File: config.mk
export PLATFORM = sky130hd
export DESIGN_NAME = viterbi_traceback
export DESIGN_NICKNAME = d
export VERILOG_FILES = /design/src/rtl/viterbi_traceback.sv
export SDC_FILE = /design/constraint.sdc
export NUM_CORES = 1
export LEC_CHECK = 0
export BUFFER_PORTS_ARGS = -buffer_cell sky130_fd_sc_hd__buf_2
export CORE_MARGIN = 5
export CORE_UTILIZATION = 45
export DETAILED_ROUTE_END_ITERATION = 12
export PLACE_DENSITY = 0.7
export SLEW_MARGIN = 40
export SYNTH_ARGS = -nofsm -noshare
export SYNTH_HDL_FRONTEND = slang
export SYNTH_SLANG_ARGS = --single-unit
File: constraint.sdc
create_clock -name clk -period 4.2 [get_ports clk]
set_clock_uncertainty 0.1 [all_clocks]
set_input_delay 0.42 -clock clk [delete_from_list [all_inputs] [get_ports clk]]
set_output_delay 0.42 -clock clk [all_outputs]
set_load 0.05 [all_outputs]
File: src/rtl/viterbi_traceback.sv
// Survivor memory and traceback for the 4-state (K=3) Viterbi decoder.
// Stores one frame of ACS decisions, traces back from state 0, streams bits.
module viterbi_traceback #(
    parameter int FRAME = 16
) (
    input  logic clk,
    input  logic reset,
    input  logic in_valid,
    output logic in_ready,
    input  logic acs0,
    input  logic acs1,
    input  logic acs2,
    input  logic acs3,
    output logic out_valid,
    input  logic out_ready,
    output logic out_bit,
    output logic out_last
);

    localparam int PW = $clog2(FRAME);
    localparam logic [PW-1:0] LAST = PW'(FRAME - 1);

    typedef enum logic [1:0] {
        FILL,
        TRACE,
        OUTPUT
    } state_e;

    state_e          state_q, state_d;
    logic [PW-1:0]   wr_ptr_q, wr_ptr_d;
    logic [PW-1:0]   rd_ptr_q, rd_ptr_d;
    logic [PW-1:0]   tb_idx_q, tb_idx_d;
    logic [1:0]      tb_state_q, tb_state_d;

    logic [3:0]      mem_q [FRAME];
    logic            bitbuf_q [FRAME];

    logic            mem_we;
    logic            bitbuf_we;
    logic            dec;

    assign dec = mem_q[tb_idx_q][tb_state_q];

    always_comb begin
        state_d    = state_q;
        wr_ptr_d   = wr_ptr_q;
        rd_ptr_d   = rd_ptr_q;
        tb_idx_d   = tb_idx_q;
        tb_state_d = tb_state_q;
        mem_we     = 1'b0;
        bitbuf_we  = 1'b0;
        in_ready   = (state_q == FILL);
        out_valid  = (state_q == OUTPUT);
        out_last   = (state_q == OUTPUT) && (rd_ptr_q == LAST);
        out_bit    = (state_q == OUTPUT) ? bitbuf_q[rd_ptr_q] : 1'b0;
        unique case (state_q)
            FILL: begin
                if (in_valid) begin
                    mem_we = 1'b1;
                    if (wr_ptr_q == LAST) begin
                        state_d    = TRACE;
                        wr_ptr_d   = '0;
                        tb_idx_d   = LAST;
                        // zero-terminated trellis always ends in state 0
                        tb_state_d = 2'd0;
                    end else begin
                        wr_ptr_d = wr_ptr_q + 1'b1;
                    end
                end
            end
            TRACE: begin
                bitbuf_we  = 1'b1;
                tb_state_d = {dec, tb_state_q[1]};
                if (tb_idx_q == '0) begin
                    state_d  = OUTPUT;
                    rd_ptr_d = '0;
                end else begin
                    tb_idx_d = tb_idx_q - 1'b1;
                end
            end
            OUTPUT: begin
                if (out_ready) begin
                    if (rd_ptr_q == LAST) begin
                        state_d  = FILL;
                        rd_ptr_d = '0;
                    end else begin
                        rd_ptr_d = rd_ptr_q + 1'b1;
                    end
                end
            end
            default: state_d = FILL;
        endcase
    end

    always_ff @(posedge clk) begin
        if (reset) begin
            state_q    <= FILL;
            wr_ptr_q   <= '0;
            rd_ptr_q   <= '0;
            tb_idx_q   <= '0;
            tb_state_q <= 2'd0;
        end else begin
            state_q    <= state_d;
            wr_ptr_q   <= wr_ptr_d;
            rd_ptr_q   <= rd_ptr_d;
            tb_idx_q   <= tb_idx_d;
            tb_state_q <= tb_state_d;
        end
    end

    // Storage is left unreset; contents are rewritten every frame.
    always_ff @(posedge clk) begin
        if (mem_we && !reset) begin
            mem_q[wr_ptr_q] <= {acs3, acs2, acs1, acs0};
        end
        if (bitbuf_we && !reset) begin
            bitbuf_q[tb_idx_q] <= tb_state_q[0];
        end
    end

endmodule

[Word level (Yosys, flattened, before mapping)]
Memory sizes are Yosys's and may differ from the RTL's. A register that Yosys moved wholly into a read port is not among the register bits.
Index checks and enable logic that the tools add are counted.
Operators by class
  add/subtract/negate cells: 3
  magnitude comparators: 1
  equal/unequal tests: 10
  mux-type cells: 32
  reductions and logical operators: 13
Operators with widths (number)
  two-way mux 4 bit: 11
  case mux 4 bit (2 select lines): 2
  two-way mux 2 bit: 7
  two-way mux 1 bit: 9
  adder 4 x 1 -> 4 bit (second input constant): 2
  == test 4 bit (second input constant): 2
  inequality test 2 x 1 -> 1 bit (second input constant): 3
  inequality test 2 bit (second input constant): 3
  case mux 2 bit (3 select lines): 1
  AND reduction 3 bit: 2
  AND reduction 5 bit: 1
  zero test 4 bit: 1
  case mux 2 bit (2 select lines): 1
  AND reduction 4 bit: 1
  nonzero test 2 bit: 2
  subtractor 4 x 1 -> 4 bit (second input constant): 1
  logical AND 1 bit: 3
  less-than comparator 2 x 3 -> 1 bit (second input constant): 1
  binary-select mux 1 bit (select 2 bit): 1
  == test 2 x 1 -> 1 bit (second input constant): 1
  == test 2 bit (second input constant): 1
  zero test 2 bit: 1
  AND reduction 2 bit: 1
  zero test 1 bit: 1
Storage, ports and cells
  bits in registers: 16
  memory bits (writable): 80
  input bits: 8
  word-level logic and storage cells: 66
  memories kept: 2
Memories
  mem_q: depth 16, width 4, rd ports 1, clocked after Yosys merged registers in 1, wr ports 1, line 35  | logic [3:0] mem_q [FRAME];
  bitbuf_q: depth 16, width 1, rd ports 1, clocked after Yosys merged registers in 1, wr ports 1, line 36  | logic bitbuf_q [FRAME];

[Logic depth before layout (Yosys ltp)]
Gate-level depths: netlist of the first run.
  word-level depth: 6
  mapped depth: 7
  gate-level depth less buffers: 6

[Least setup slack after synthesis of the first run]
OpenSTA, ideal clock, no wires.
  path type: register to register
  start: register state_q[1]
  end: memory mem_q[2][0] (enable)
  setup time: 0.361 ns
  arrival: 1.962 ns
  data required time: 3.739 ns
  slack: 1.776 ns
  stages on the path, launching flop included: 6
  buffers on the path: 0
  clock period less this slack: 2.424 ns
  cells stage by stage: dfxtp_1 > nor2_1 > nand2_1 > nor2_1 > nand2_1 > nor3_1
On the way
  longest elaborated chain between the ends: 5
RTL lines
  from (decl): line 29  | state_e state_q, state_d;
  from (signal assigned): line 103  | state_q <= state_d;
  zero test 2 bit
  net in_ready: line 9  | output logic in_ready,
  two-way mux 1 bit: line 56  | unique case (state_q)
  logical AND 1 bit: line 113  | if (mem_we && !reset) begin
  two-way mux 1 bit: line 113
  two-way mux 1 bit (not written as such): line 114  | mem_q[wr_ptr_q] <= {acs3, acs2, acs1, acs0};
  to (decl): line 35
The timed path passes the listed nets, and every way through them passes these cells.

==> reports/results.tsv, run 1 <==
stage	metric	value	unit
yosys	synth_most_common_cell	edfxtp_1	
run_status	status	finished clean	
floorplanning	ios	12	
power_and_ir_drop	clockPowerShare	35.7	%
final_layout	nets	318	
worst_setup_path	critPathMaxStageDelay	540	ps
power_and_ir_drop	peakVddDrop	0.207	mV
clock_tree	cts_setup_buffers	0	
flow_run	max_cap_viol_count	0	
worst_setup_path	cpMaxStageDelayCell	mux4_2	
placement	place_congestion	0.765	
yosys	synth-edff-count	80	
yosys	async_flop_share	0	%
floorplanning	die_x	108	um
power_and_ir_drop	combPwrFrac	1.8	%
sta	post-route-period-util	65.7	%
clock_tree	cts_hold_buf	0	
route	wl_met1	3340	um
worst_setup_path	end_kind	output port	
global_routing	track_usage	14.2	%
route	vias_per_cell	5.39	
yosys	synth_common_cells	edfxtp_1 (80), nor2_1 (39), dfxtp_1 (24)	
worst_setup_path	required	3680	ps
yosys	yosysWarnings	0	
clock_tree	cts_tree	done	
floorplanning	floorplan.initialDensity	46.2	%
floorplanning	num_rows	35	
power_and_ir_drop	p_sw_share	21.0	%
clock_tree	clkLatencyLatePin	360	ps
yosys	synth_top_area_share	56.0	%
worst_setup_path	arrival	2240	ps
placement	place_ws	1720	ps
yosys	yosysSeqAreaShare	67.2	%
final_layout	n_fill_cell	815	
route	drc	0	
route	top_layer_used	met4	
global_routing	grt_max_degree	27	
clock_tree	cts.sinks	104	
worst_hold_path	holdCritPathClass	in2reg	
sta	worstMarginPinSlew	762	ps
placement	place_hpwl	5320	um
worst_setup_path	critPathMaxFanout	4	
power_and_ir_drop	p_leak	1.44	nW
power_and_ir_drop	p_switching	0.000373	W
route	detail_route.first_pass.iterations	7	
yosys	syn_nets	306	
clock_tree	cts_resized	0	
sta	hold_viol	0	
sta	fmax	0.363	GHz
yosys	synth_flop_cell	edfxtp_1	
sta	rsz0062_at_grt	false	
yosys	syn_area_per_cell	14.9	um^2
yosys	synth_area	4290	um^2
clock_tree	path_clk_slew	100	ps
sta	slew_headroom	48.8	%
route	wl_met2	3890	um
global_routing	grt_pass1_vias	2313	
worst_hold_path	holdPathStages	4	
worst_setup_path	start_kind	flip-flop	
route	ant_nets	0	
clock_tree	clk_root_buffer_cell	clkbuf_8	
floorplanning	die_area	11600	um^2
power_and_ir_drop	power.density	380	nW/um^2
route	wl_met3	333	um
placement	port-buffer-count	11	
worst_setup_path	crit_chain	mux4_2 -> mux4_2 -> and2_1 -> buf_2	
final_layout	diodes	0	
final_layout	area_growth	8.81	%
power_and_ir_drop	power_frac_seq	62.5	%
worst_setup_path	worstSetupPathType	reg2out	
yosys	synthTopCellsByArea	edfxtp_1 (56%), dfxtp_1 (11%), mux4_2 (11%), nor2_1 (3.4%), ha_1 (2.9%)	
yosys	postSynthCellCount	288	
sta	fin_tns_setup	0	ps
final_layout	multi_input_area	1330	um^2
final_layout	regArea	2890	um^2
yosys	synth_top_cell_by_area	edfxtp_1	
global_routing	grt_pass1_wl	12400	um
global_routing	antenna_found_initial	0	
clock_tree	ctsLongestPathBuffers	2	
route	drt-initial-drc-count	149	
route	post_drt_wl_per_cell	17.6	um
yosys	yosysUniqueCellTypes	39	
power_and_ir_drop	p_int	0.00140	W
final_layout	drive_above_1_share	17.7	%
worst_setup_path	r2r_cells	6	
floorplanning	die_h	108	um
sta	slew_viol_final	0	
route	via_count	2341	
worst_setup_path	critPathMostFrequentCell	mux4_2	
route	wl	7660	um
global_routing	grt_overflow	0	
sta	setup_viol	0	
clock_tree	h-tree-depth	3	
floorplanning	coreArea	9280	um^2
yosys	ys_seq_elements	104	
sta	fin_ws	1440	ps
clock_tree	cts_made_buffers	9	
sta	post-route-min-period	2760	ps
==> final timing paths <==
kind | endpoint | start | slack [ps]
max reg2reg | tb_idx_q[3]$_SDFFE_PP0N_ | wr_ptr_q[0]$_SDFFE_PP0N_ | 1890
min reg2reg | wr_ptr_q[1]$_SDFFE_PP0N_ | wr_ptr_q[1]$_SDFFE_PP0N_ | 430
max | out_bit | flip-flop | 1440
min | state_q[1]$_SDFFE_PP0P_ | out_ready | 310
==> kinds of logic after synthesis <==
family / count (synthesis) / share of synthesized area [%]
buffers and inverters: 18 / 1.78
adders and majority gates: 10 / 2.92
AOI/OAI and AO/OA: 27 / 4.14
DFF: 104 / 67.2
and+or+nand+nor: 97 / 10.4
muxes: 28 / 12.7
xor gates and xnor gates: 4 / 0.817
==> registers in the layout (all words and copies together), names as in the netlist, named ones only <==
name,cells
mem_q,64
bitbuf_q,16
rd_ptr_q,4
tb_idx_q,4
wr_ptr_q,4
state_q,2
tb_state_q,2
==> stage by stage <==
step,area [um^2],utilization (%),std cells,hold slack [ps],power (W)
after global placement,4460,48.1,418,402,0.00116
after CTS,4660,50.2,434,300,0.00178
after floorplan,4290,-,288,363,0.00115
after global routing,4670,50.3,434,311,0.00184
final,4670,50.3,434,309,0.00178
after detailed placement,4460,48.1,418,414,0.00117
==> layout by cell type, fill, tap and decap left out, types with 2 or more instances in the layout <==
master,Yosys,layout
edfxtp_1,80,80
nor2_1,39,39
nand2_1,23,23
dfxtp_1,24,22
mux4_2,21,21
nor3_1,11,11
a21oi_1,11,11
buf_2,4,11
ha_1,10,10
clkbuf_8,0,9
inv_1,6,6
nand2b_1,6,6
mux2i_1,5,5
and2_1,3,3
nand4_1,3,3
nand3_1,3,3
a311oi_1,3,3
xor2_1,3,3
o21ai_1,3,3
nor2b_1,2,2
a32oi_1,2,2
a211oi_1,2,2
nand3b_1,2,2
or4_1,2,2
dfxtp_2,0,2
inv_6,0,2
==> per-layer routing <==
layer	global-route usage (%)	vias to the layer above
met5	0	-
met4	5.68	0
met3	2.34	7
met2	23.8	48
met1	18.5	1177
li1	-	1109
==> worst max-delay path, delay by kind of cell, from the launching register on <==
family                 cells  cell delay [ps]
muxes                      2             1030
DFF                        1              480
buffers and inverters      1              200
and+or+nand+nor            1              170
==> final cells by class <==
cell class	instances	share of cell area [%]
clock buffer	10	2.73
clock inverter	6	1.58
inverter	7	0.563
multi-input combinational	166	28.5
sequential	104	61.8
tap	129	3.46
timing repair buffer	12	1.34
==> power groups by stage <==
stage | clock [W] | combinational (W) | sequential (W)
5_1_grt | 0.000691 | 0.0000365 | 0.00111
6_report | 0.000633 | 0.0000320 | 0.00111
2_1_floorplan | 0 | 0.0000163 | 0.00113
3_5_place_dp | 0 | 0.0000324 | 0.00113
4_1_cts | 0.000639 | 0.0000325 | 0.00111
3_3_place_gp | 0 | 0.0000313 | 0.00113
Note: power is estimated with default switching activity, not from simulation.
==> run 2, diff against run 1 <==
- ABC_AREA: not set -> 1
- PLACE_DENSITY: 0.7 -> 0.72
- clock period: 4.2 -> 2.5 ns (I/O delays scaled with it)
==> run 2 against run 1 <==
Compared with the run above: non-clock buffer count up 4; sequential share of layout area fell by 4.1 points; total power increased by 70%; first-iteration DRC count rose by 46%; count of clock-buffer cells in the layout unchanged; sequential power increased by 68%; setup slack got worse by 1000 ps.
==> reports/results.tsv, run 2 <==
stage	metric	value	unit	change
run_status	status	finished clean		
yosys	ys_seq_elements	104		unchanged
power_and_ir_drop	power.density	605	nW/um^2	+59%
clock_tree	clkLatencyLatePin	380	ps	+20 ps
route	post_drt_wl_per_cell	14.4	um	-19%
yosys	yosysUniqueCellTypes	38		-2.6%
global_routing	grt_pass1_vias	3081		+33%
placement	dpl-instance-area	4780	um^2	+7.1%
clock_tree	h-tree-depth	3		unchanged
final_layout	top_regs	mem_q x64, bitbuf_q x16		
floorplanning	die_area	12400	um^2	+7.2%
yosys	yosysWarnings	0		unchanged
route	vias_per_cell	5.09		-5.7%
clock_tree	path_clk_slew	110	ps	about the same
floorplanning	num_rows	37		+5.7%
yosys	postSynthCellCount	457		+59%
final_layout	most-common-layout-cells	nand2_1 (122), edfxtp_1 (80), nor2_1 (56)		
yosys	synth_common_cells	nand2_1 (122), edfxtp_1 (80), nor2_1 (56)		
clock_tree	ctsLongestPathBuffers	2		unchanged
worst_setup_path	worstSetupPathType	reg2out		
clock_tree	cts_made_buffers	9		unchanged
floorplanning	coreArea	10200	um^2	+9.7%
sta	worstMarginPinSlew	631	ps	-132 ps
worst_setup_path	cp_top_family	buffers and inverters		
clock_tree	cts_resized	0		unchanged
route	wl	8790	um	+15%
yosys	synth_most_common_cell	nand2_1		
sta	slew_headroom	57.9	%	+9.1 points
clock_tree	cts.sinks	104		unchanged
yosys	synth-edff-count	80		unchanged
yosys	synth_flop_cell	edfxtp_1		
final_layout	drive_above_1_share	12.2	%	-5.5 points
clock_tree	clk_root_buffer_cell	clkbuf_8		
floorplanning	die_h	111	um	+3.5%
yosys	synth_area	4630	um^2	+7.9%
power_and_ir_drop	peakVddDrop	0.386	mV	+87%
final_layout	n_fill_cell	942		+16%
yosys	synth_top_cell_by_area	edfxtp_1		
final_layout	layout.cells.non_filler	612		+41%
placement	place_hpwl	6380	um	+20%
floorplanning	floorplan.initialDensity	45.5	%	-0.74 points
route	ant_nets	0		unchanged
clock_tree	cts_tree	done		
final_layout	final_util	49.0	%	-1.3 points
power_and_ir_drop	p_leak	1.87	nW	+30%
global_routing	grt_overflow	0		unchanged
final_layout	largest_reg_flops	64		unchanged
global_routing	grt_max_degree	33		+22%
final_layout	area_growth	7.84	%	
sta	fmax	0.475	GHz	
sta	post-route-period-util	84.2	%	
global_routing	track_usage	14.8	%	+0.63 points
yosys	synth_top_area_share	51.9	%	-4.1 points
route	via_count	3114		+33%
placement	place_congestion	0.856		+12%
worst_setup_path	end_kind	output port		
final_layout	mostFrequentLayoutCell	nand2_1		
worst_setup_path	crit_chain	inv_1 -> nor2_1 -> nor2_1 -> nor2_1 -> o21ai_0 -> nand3b_1 -> a21oi_1 -> buf_2		
worst_setup_path	critPathMaxFanout	9		+5
yosys	synthTopCellsByArea	edfxtp_1 (52%), dfxtp_1 (10%), nand2_1 (9.9%), nand3_1 (5.3%), nor2_1 (4.5%)		
worst_setup_path	critPathMostFrequentCell	nor2_1		
worst_setup_path	required	2150	ps	-1530 ps
global_routing	antenna_found_initial	0		unchanged
floorplanning	die_x	111	um	+3.5%
worst_setup_path	crit_buf_inv	2		+1
final_layout	nets	489		+54%
sta	rsz0062_at_grt	false		
placement	dpl.cell_count	596		+43%
sta	setup_viol	0		unchanged
floorplanning	ios	12		unchanged
yosys	syn_nets	475		+55%
clock_tree	cts_setup_buffers	0		unchanged
sta	fin_tns_setup	0	ps	unchanged
flow_run	max_cap_viol_count	0		unchanged
route	drt-initial-drc-count	218		+46%
worst_setup_path	start_kind	flip-flop		
sta	slew_viol_final	0		unchanged
route	drc	0		unchanged
worst_setup_path	arrival	1760	ps	-480 ps
worst_setup_path	cpMaxStageDelayCell	dfxtp_1		
yosys	syn_area_per_cell	10.1	um^2	-32%
final_layout	stdcell_area	4990	um^2	+7.0%
final_layout	largest-register	mem_q		
sta	post-route-min-period	2110	ps	
global_routing	grt_pass1_wl	14900	um	+20%
route	detail_route.first_pass.iterations	5		-2
yosys	async_flop_share	0	%	unchanged
placement	port-buffer-count	11		unchanged
yosys	yosysSeqAreaShare	62.3	%	-4.9 points
final_layout	diodes	0		unchanged
worst_hold_path	holdCritPathClass	in2reg		
worst_setup_path	critPathMaxStageDelay	390	ps	-150 ps
sta	hold_viol	0		unchanged
clock_tree	cts_hold_buf	0		unchanged
==> run 2: changes by cell type in the layout (fill, tap and decap cells not counted), moves of 4 or more <==
cell | previous run | this run
nand2_1 | 23 | 122
o21ai_0 | 1 | 13
mux2i_1 | 5 | 0
a31oi_1 | 0 | 4
inv_2 | 1 | 5
inv_1 | 6 | 37
buf_4 | 1 | 5
nand3_1 | 3 | 49
nor3_1 | 11 | 2
mux4_2 | 21 | 0
nor2_1 | 39 | 56
nand2b_1 | 6 | 0
==> run 2: worst paths after layout <==
check                                                start                          to  slack [ps]  cells after the start
worst max register to register     state_q[1]$_SDFFE_PP0P_      mem_q[13][2]$_DFFE_PP_         650                      5
worst min-delay path                              in_valid    wr_ptr_q[0]$_SDFFE_PP0N_          80                      3
worst max-delay path                             flip-flop                     out_bit         390                      8
worst min register to register  tb_state_q[1]$_SDFFE_PP0P_  tb_state_q[0]$_SDFFE_PP0P_         380                      2
==> run 2: logic make-up after synthesis <==
logic type / count (synthesis) / synth area share, %
compound gates: 37 / 4.92
fa+ha+maj: 10 / 2.70
buf+inv: 58 / 6.27
flops: 104 / 62.3
simple gates: 248 / 23.8
==> run 2: routing by layer <==
metal | vias up | GRT usage, % | wire [um]
li1 | 1555 | - | -
met1 | 1448 | 18.0 | 3680
met2 | 87 | 25.5 | 4460
met3 | 24 | 2.55 | 339
met4 | 0 | 7.22 | 310
met5 | - | 0 | 0
==> run 2: worst min-delay path: stages <==
cell and delay (ps):
buf_2 130, nand2_1 70, a211oi_1 60
==> run 2: where the power goes <==
| part | internal, W | switching (W) |
|---|---|---|
| registers | 0.00186 | 0.00000546 |
| clock network | 0.000455 | 0.000626 |
| logic | 0.0000175 | 0.0000522 |
| total | 0.00233 | 0.000684 |
==> run 2: cell type report <==
type	count	area (um^2)	area share (%)
clock inverter	6	63.8	1.28
timing repair buffer	16	92.6	1.85
sequential	104	2880	57.7
multi-input combinational	295	1460	29.2
tap	136	170	3.41
clock buffer	10	149	2.98
inverter	45	178	3.56
==> run 2: through the flow <==
stage          setup WS [ps]  hold WS [ps]  total power, W
3_3_place_gp             761           366         0.00197
4_1_cts                  366          66.3         0.00304
6_report                 395          84.3         0.00302
3_5_place_dp             667           370         0.00198
2_1_floorplan            474           249         0.00194
5_1_grt                  248          71.6         0.00311
